`config.mk`:
```
export PLATFORM = sky130hd
export DESIGN_NAME = uart_tx
export DESIGN_NICKNAME = d
export VERILOG_FILES = /design/src/rtl/uart_pkg.sv /design/src/rtl/uart_tx_hold.sv /design/src/rtl/uart_tx.sv
export SDC_FILE = /design/constraint.sdc
export NUM_CORES = 1
export LEC_CHECK = 0
export ABC_AREA = 1
export BUFFER_PORTS_ARGS = -buffer_cell sky130_fd_sc_hd__buf_4
export CAP_MARGIN = 20
export CORE_MARGIN = 2
export CORE_UTILIZATION = 60
export CTS_CLUSTER_SIZE = 25
export DETAILED_ROUTE_END_ITERATION = 10
export PLACE_DENSITY = 0.78
export SLEW_MARGIN = 20
export SYNTH_ARGS = -nofsm -noshare
export SYNTH_HDL_FRONTEND = slang
export SYNTH_SLANG_ARGS = --single-unit
```
`constraint.sdc`:
```
create_clock -name clk -period 3.2 [get_ports clk]
set_clock_uncertainty 0.2 [all_clocks]
set_input_delay 0.48 -clock clk [delete_from_list [all_inputs] [get_ports clk]]
set_output_delay 0.48 -clock clk [all_outputs]
set_load 0.05 [all_outputs]
```
`src/rtl/uart_pkg.sv`:
```
// Shared types and constants for the UART transmitter.
// Optional feature: define UART_PARITY_EN to add an even-parity bit to every frame.
package uart_pkg;

    typedef enum logic [2:0] {
        IDLE,
        START,
        DATA,
        PARITY,
        STOP
    } tx_state_t;

    localparam int DEFAULT_OVERSAMPLE = 6;
    localparam int DATA_BITS          = 8;

`ifdef UART_PARITY_EN
    localparam int PARITY_BITS = 1;
`else
    localparam int PARITY_BITS = 0;
`endif

    // Frame length in bit periods with a single stop bit
    localparam int FRAME_BITS = 1 + DATA_BITS + PARITY_BITS + 1;

    // Even parity: XOR of all data bits
    function automatic logic even_parity(input logic [DATA_BITS-1:0] data);
        return ^data;
    endfunction

endpackage

```
`src/rtl/uart_tx_hold.sv`:
```
// Single-entry holding register in front of the transmit shifter.
// Accepts a byte whenever empty; the shifter empties it with a one-cycle take pulse.
module uart_tx_hold
    import uart_pkg::*;
(
    input  logic                 clk,
    input  logic                 rst_n,
    input  logic [DATA_BITS-1:0] tx_data,
    input  logic                 tx_valid,
    output logic                 tx_ready,
    input  logic                 take,
    output logic [DATA_BITS-1:0] hold_data,
    output logic                 hold_full
);

    logic accept;

    // Ready depends only on the empty flag, never on tx_valid
    assign tx_ready = ~hold_full;
    assign accept   = tx_valid & ~hold_full;

    // Fill on accept, drain on take; a same-edge accept leaves the register full
    always_ff @(posedge clk) begin
        if (!rst_n) begin
            hold_full <= 1'b0;
            hold_data <= '0;
        end else begin
            if (take) begin
                hold_full <= 1'b0;
            end
            if (accept) begin
                hold_full <= 1'b1;
                hold_data <= tx_data;
            end
        end
    end

endmodule

```
`src/rtl/uart_tx.sv`:
```
// Double-buffered UART transmitter: holding register feeding a framing shifter.
// Bit timing comes from the uart_clk enable, OVERSAMPLE pulses per bit.
// Optional feature: define UART_PARITY_EN to insert an even-parity bit before stop.
module uart_tx
    import uart_pkg::*;
#(
    parameter int OVERSAMPLE = DEFAULT_OVERSAMPLE,
    parameter int STOP_BITS  = 1
) (
    input  logic       clk,
    input  logic       rst_n,
    input  logic       uart_clk,
    input  logic [7:0] tx_data,
    input  logic       tx_valid,
    output logic       tx_ready,
    output logic       tx,
    output logic       busy
);

    localparam int               TICK_W    = (OVERSAMPLE > 1) ? $clog2(OVERSAMPLE) : 1;
    localparam logic [TICK_W-1:0] TICK_LAST = TICK_W'(OVERSAMPLE - 1);
    localparam logic [2:0]        DATA_LAST = 3'(DATA_BITS - 1);
    localparam logic [2:0]        STOP_LAST = 3'(STOP_BITS - 1);

    tx_state_t             state;
    logic [TICK_W-1:0]     tick_cnt;
    logic [2:0]            bit_idx;
    logic [DATA_BITS-1:0]  shift_reg;
    logic                  tx_reg;
    logic [DATA_BITS-1:0]  hold_data;
    logic                  hold_full;
    logic                  bit_end;
    logic                  frame_end;
    logic                  take;
`ifdef UART_PARITY_EN
    logic                  parity_bit;
`endif

    uart_tx_hold u_hold (
        .clk       (clk),
        .rst_n     (rst_n),
        .tx_data   (tx_data),
        .tx_valid  (tx_valid),
        .tx_ready  (tx_ready),
        .take      (take),
        .hold_data (hold_data),
        .hold_full (hold_full)
    );

    // A bit period ends on the last tick; a frame ends on the last tick of the last stop bit
    assign bit_end   = uart_clk && (tick_cnt == TICK_LAST);
    assign frame_end = bit_end && (state == STOP) && (bit_idx == STOP_LAST);
    assign take      = hold_full && ((uart_clk && state == IDLE) || frame_end);

    assign tx   = tx_reg;
    assign busy = (state != IDLE) || hold_full;

    // Framing FSM, tick counter and shifter; everything advances only on uart_clk
    always_ff @(posedge clk) begin
        if (!rst_n) begin
            state      <= IDLE;
            tx_reg     <= 1'b1;
            tick_cnt   <= '0;
            bit_idx    <= '0;
            shift_reg  <= '0;
`ifdef UART_PARITY_EN
            parity_bit <= 1'b0;
`endif
        end else if (uart_clk) begin
            case (state)
                IDLE: begin
                    tx_reg   <= 1'b1;
                    tick_cnt <= '0;
                    bit_idx  <= '0;
                    if (hold_full) begin
                        shift_reg  <= hold_data;
`ifdef UART_PARITY_EN
                        parity_bit <= even_parity(hold_data);
`endif
                        tx_reg     <= 1'b0;
                        state      <= START;
                    end
                end

                START: begin
                    if (tick_cnt == TICK_LAST) begin
                        tick_cnt <= '0;
                        bit_idx  <= '0;
                        tx_reg   <= shift_reg[0];
                        state    <= DATA;
                    end else begin
                        tick_cnt <= tick_cnt + 1'b1;
                    end
                end

                DATA: begin
                    if (tick_cnt == TICK_LAST) begin
                        tick_cnt <= '0;
                        if (bit_idx == DATA_LAST) begin
                            bit_idx <= '0;
`ifdef UART_PARITY_EN
                            tx_reg  <= parity_bit;
                            state   <= PARITY;
`else
                            tx_reg  <= 1'b1;
                            state   <= STOP;
`endif
                        end else begin
                            bit_idx   <= bit_idx + 3'd1;
                            tx_reg    <= shift_reg[1];
                            shift_reg <= shift_reg >> 1;
                        end
                    end else begin
                        tick_cnt <= tick_cnt + 1'b1;
                    end
                end

                PARITY: begin
                    if (tick_cnt == TICK_LAST) begin
                        tick_cnt <= '0;
                        tx_reg   <= 1'b1;
                        state    <= STOP;
                    end else begin
                        tick_cnt <= tick_cnt + 1'b1;
                    end
                end

                STOP: begin
                    if (tick_cnt == TICK_LAST) begin
                        tick_cnt <= '0;
                        if (bit_idx == STOP_LAST) begin
                            bit_idx <= '0;
                            if (hold_full) begin
                                shift_reg  <= hold_data;
`ifdef UART_PARITY_EN
                                parity_bit <= even_parity(hold_data);
`endif
                                tx_reg     <= 1'b0;
                                state      <= START;
                            end else begin
                                tx_reg <= 1'b1;
                                state  <= IDLE;
                            end
                        end else begin
                            bit_idx <= bit_idx + 3'd1;
                        end
                    end else begin
                        tick_cnt <= tick_cnt + 1'b1;
                    end
                end

                default: begin
                    tx_reg   <= 1'b1;
                    tick_cnt <= '0;
                    bit_idx  <= '0;
                    state    <= IDLE;
                end
            endcase
        end
    end

endmodule

```
Word level (Yosys, flattened, before mapping)
Cells that the tools add are included.
{ "totals": {"reg_bits": 27, "output_inout_bits": 3, "elab_cells": 76} }
{ "op_classes": {"add_sub_neg": 2, "eq_ne": 14, "n_mux": 33, "bitwise": 3, "n_reduce_logical": 17} }
{ "ops": {"columns": ["op", "n"], "rows": [
  ["3-bit two-way mux", 14],
  ["8-bit two-way mux", 5],
  ["8-bit case mux with 3 select lines", 1],
  ["3-bit case mux with 5 select lines", 1],
  ["2-bit inequality test (second input constant)", 6],
  ["3-bit case mux with 4 select lines", 1],
  ["6-bit AND reduction", 2],
  ["1-bit two-way mux", 10],
  ["3-bit == test (second input constant)", 3],
  ["8-bit AND reduction", 1],
  ["3-bit by 1-bit adder with 3-bit output (second input constant)", 2],
  ["3-bit by 2-bit == test with 1-bit output (second input constant)", 2],
  ["3-bit zero test", 2],
  ["3-bit nonzero test", 2],
  ["1-bit logical AND", 5],
  ["1-bit case mux with 5 select lines", 1],
  ["5-bit AND reduction", 1],
  ["2-bit by 1-bit inequality test with 1-bit output (second input constant)", 2],
  ["4-bit OR reduction", 1],
  ["3-bit by 1-bit == test with 1-bit output (second input constant)", 1],
  ["1-bit logical OR", 2],
  ["1-bit inverter", 2],
  ["2-bit nonzero test", 1],
  ["1-bit AND", 1]
]} }

Depth between registers and ports, before layout
{ "logic_depth": {"ltp_word": 8, "depth_mapped": 10} }

By module
Synthesis repeated with hierarchy kept, for this count alone.
{ "unflattened": {"hier_cells": 245, "area_unflattened_um2": 1565.3} }
{ "modules_own_cells": {"columns": ["mod", "n_inst", "cells_per_inst", "area_each_um2", "seq_area_each_um2"], "rows": [
  ["uart_tx", 1, 187, 1168.6, 360.3],
  ["uart_tx_hold", 1, 58, 396.6, 180.2]
]} }

Worst setup path before layout
Ideal clock, no wire load.
{ "synth_timing": {"path_kind": "register to register", "from": "reg u_hold.hold_full", "to": "reg state[1]", "arrival_ns": 1.726, "slack_ns": 1.161, "stages_incl_launch_ff": 9, "period_less_slack_ns": 2.039, "cell_sequence": "dfxtp_1 -> inv_1 -> nand3_1 -> nand2_1 -> inv_2 -> nand3_1 -> nand2_1 -> nand2_1 -> nor2_1"} }
{ "synth_between": {"elab_chain_cells": 2} }
{ "synth_rtl": {"columns": ["item", "line_no", "rtl"], "rows": [
  ["start: declaration", "uart_tx_hold.sv:13", "output logic hold_full"],
  ["start signal: assignment", "uart_tx_hold.sv:25", "hold_full <= 1'b0;"],
  ["start signal: assignment", "uart_tx_hold.sv:29", "hold_full <= 1'b0;"],
  ["start signal: assignment", "uart_tx_hold.sv:32", "hold_full <= 1'b1;"],
  ["2-bit by 1-bit inequality test with 1-bit output (no line)", null, null],
  ["8-bit AND reduction (no line)", null, null],
  ["end signal: assignment", "uart_tx.sv:61", "state <= IDLE;"],
  ["end signal: assignment", "uart_tx.sv:81", "state <= START;"],
  ["end signal: assignment", "uart_tx.sv:90", "state <= DATA;"],
  ["end: declaration", "uart_tx.sv:25", "tx_state_t state;"]
]} }
Every way passes these cells.
A chain may end at the register's enable or synchronous reset.

Worst setup path after layout
{ "layout_timing": {"from": "reg state[2]", "to": "out busy"} }
{ "layout_between": {"elab_chain_cells": 2} }
{ "layout_rtl": {"columns": ["item", "line_no", "rtl"], "rows": [
  ["3-bit nonzero test", "uart_tx.sv:56", "assign busy = (state != IDLE) || hold_full;"],
  ["1-bit logical OR", "uart_tx.sv:56", null],
  ["end: declaration", "uart_tx.sv:17", "output logic busy"]
]} }
Every way passes these cells.

==> impl_metrics.json <==
{
  "area_growth_pct": 8.50,
  "drv_slew": 0,
  "ir_drop_uv": 658,
  "rows": 17,
  "numCtsBuffers": 3,
  "drtIter0Drc": 27,
  "die_w_um": 53.5,
  "setup_tns_ps": 0,
  "period_share_pct": 63.5,
  "status": "completed",
  "min_period_ps": 2030,
  "clkTransAtPathRegs_ps": 150,
  "remaining_drc_errors": 0,
  "worstPathMaxFanout": 8,
  "drv_cap": 0,
  "clock_sinks": 27,
  "antenna_cells": 0,
  "track_usage_pct": 24.5,
  "multi_input_comb_area_um2": 802,
  "clkLatencyLatePin_ps": 330,
  "cts_tree": "built",
  "synth.distinct_cells": 25,
  "coreArea_um2": 2280,
  "wire_per_inst_um": 11.0,
  "fill_cells": 205,
  "start_util_pct": 64.7,
  "p_leak_nw": 0.772,
  "dr.pass1.iters": 4,
  "detailed_place_hpwl_mm": 2.27,
  "ys_ff_latch": 27,
  "grt_max_degree": 26,
  "critPathCaptureType": "primary output",
  "synth_fa_ha_area_share_pct": 3.40,
  "postCtsSetupBuffers": 0,
  "cts_buffer_depth": 2,
  "seq_area_frac_synth_pct": 36.7,
  "dieArea_um2": 2870,
  "muxShareOfSynthArea_pct": 0,
  "cp_data_arrival_time_ps": 1350,
  "required_ps": 2520,
  "hold_buffers": 0,
  "slew_headroom_pct": 74.7,
  "synth_compound_area_share_pct": 9.52,
  "ys_warn_count": 0,
  "vias_per_cell": 5.08,
  "detail-route-antenna-nets": 0,
  "via_count": 1362,
  "grt_pass1_vias": 1305,
  "hold_slack_ps": 181,
  "htree_levels": 1,
  "hold_class": "input port to flip-flop",
  "synth_area_um2": 1470,
  "grt_pass1_wl_mm": 5.26,
  "rsz0062_at_grt": "false",
  "ios": 15,
  "worstSetupStartpointType": "flip-flop",
  "nets": 257,
  "powerDensity_nw_per_um2": 904,
  "port_buffers": 14,
  "die_h_um": 53.5,
  "synth_xor_area_share_pct": 0,
  "drive_above_1_share_pct": 14.2,
  "gp_congestion": 0.956,
  "antenna_found_initial": 0,
  "syn_inst": 228,
  "setup_viol": 0,
  "worst_pin_slew_ps": 379,
  "register_area_um2": 541,
  "overflow": 0,
  "wirelength_mm": 2.95,
  "syn_avg_cell_area_um2": 6.46,
  "finalHoldViolCount": 0,
  "fmax_ghz": 0.492,
  "synth_top_family_by_area": "simple AND/OR/NAND/NOR gates",
  "criticalPathCategory": "flip-flop to primary output",
  "yosys.area_share.simple_pct": 41.5,
  "root_buffer": "clkbuf_4",
  "synth_nets": 244,
  "cts_resized": 0
}
-- layer usage --
layer	routed length [µm]	vias to the layer above	share of wire, %	GRT usage [%]
met5	0	-	0	0
met4	55	0	1.9	9.83
met3	79	7	2.7	2.50
met2	1260	28	43	41.4
met1	1550	587	53	31.9
li1	-	740	-	-
-- power breakdown --
part	leakage, nW	switching, W	internal (W)	total, W
Clock	0.0139	0.000107	0.0000479	0.000155
Sequential	0.222	0.0000909	0.000423	0.000514
Combinational	0.536	0.000520	0.000255	0.000775
Total	0.772	0.000718	0.000726	0.00144
-- cells in the final DEF (no fill, tap or decap), types with 4 or more instances in the layout --
cell type	n
nand2_2	4
dfxtp_1	27
clkinv_1	7
nand2_1	64
nand3_1	16
inv_1	11
o21ai_0	12
ha_1	4
a21oi_1	7
buf_4	14
nor2_1	49
-- kinds of logic after synthesis --
family,Yosys count
AO/OA/AOI/OAI,26
adder cells (fa/ha/maj),4
buffers and inverters,28
flip-flops,27
AND/OR/NAND/NOR,143
-- final timing paths --
path / slack (ps) / endpoint / cells past startpoint / start
setup / recovery: 1170 / busy / 3 / state[2]
setup reg to reg: 1340 / shift_reg[7] / 7 / state[2]
hold reg to reg: 300 / shift_reg[6] / 2 / shift_reg[6]
hold / removal: 180 / u_hold.hold_data[7] / 3 / tx_data[7]
-- synthesized netlist by cell type (all sizes together) --
cell,instances,area [µm²]
o21bai,1,7.51
nor3,2,10.0
nor2,53,219
nor3b,1,7.51
nand3,19,110
dfxtp,27,541
a21boi,1,7.51
a21oi,8,43.8
buf,6,45.0
inv,15,58.8
o22ai,1,6.26
clkinv,7,26.3
nand2,68,265
ha,4,50.1
o21ai,15,75.1
-- critical path, cell delays in order (launching register included) --
cell	delay [ps]
dfxtp_1	580
inv_4	100
nand3_1	140
buf_4	210
-- through the flow --
| step | instance area (µm²) | total power, W | setup WS (ps) | instances | utilization (%) |
|---|---|---|---|---|---|
| floorplan | 1470 | 0.00115 | 1160 | 228 | - |
| global placement | 1570 | 0.00126 | 1420 | 264 | 68.9 |
| detailed placement | 1570 | 0.00129 | 1370 | 264 | 68.9 |
| CTS | 1600 | 0.00145 | 1180 | 268 | 70.2 |
| global route | 1600 | 0.00158 | 1100 | 268 | 70.2 |
| finish | 1600 | 0.00144 | 1170 | 268 | 70.2 |
-- final cells by class --
type,instances,share of cell area (%)
Clock buffer,3,1.41
Clock inverter,1,0.470
Inverter,22,5.32
Multi-Input combinational cell,173,50.2
Sequential cell,27,33.8
Tap cell,28,2.19
Timing Repair Buffer,14,6.58
Note: power is estimated with default switching activity, not from simulation.
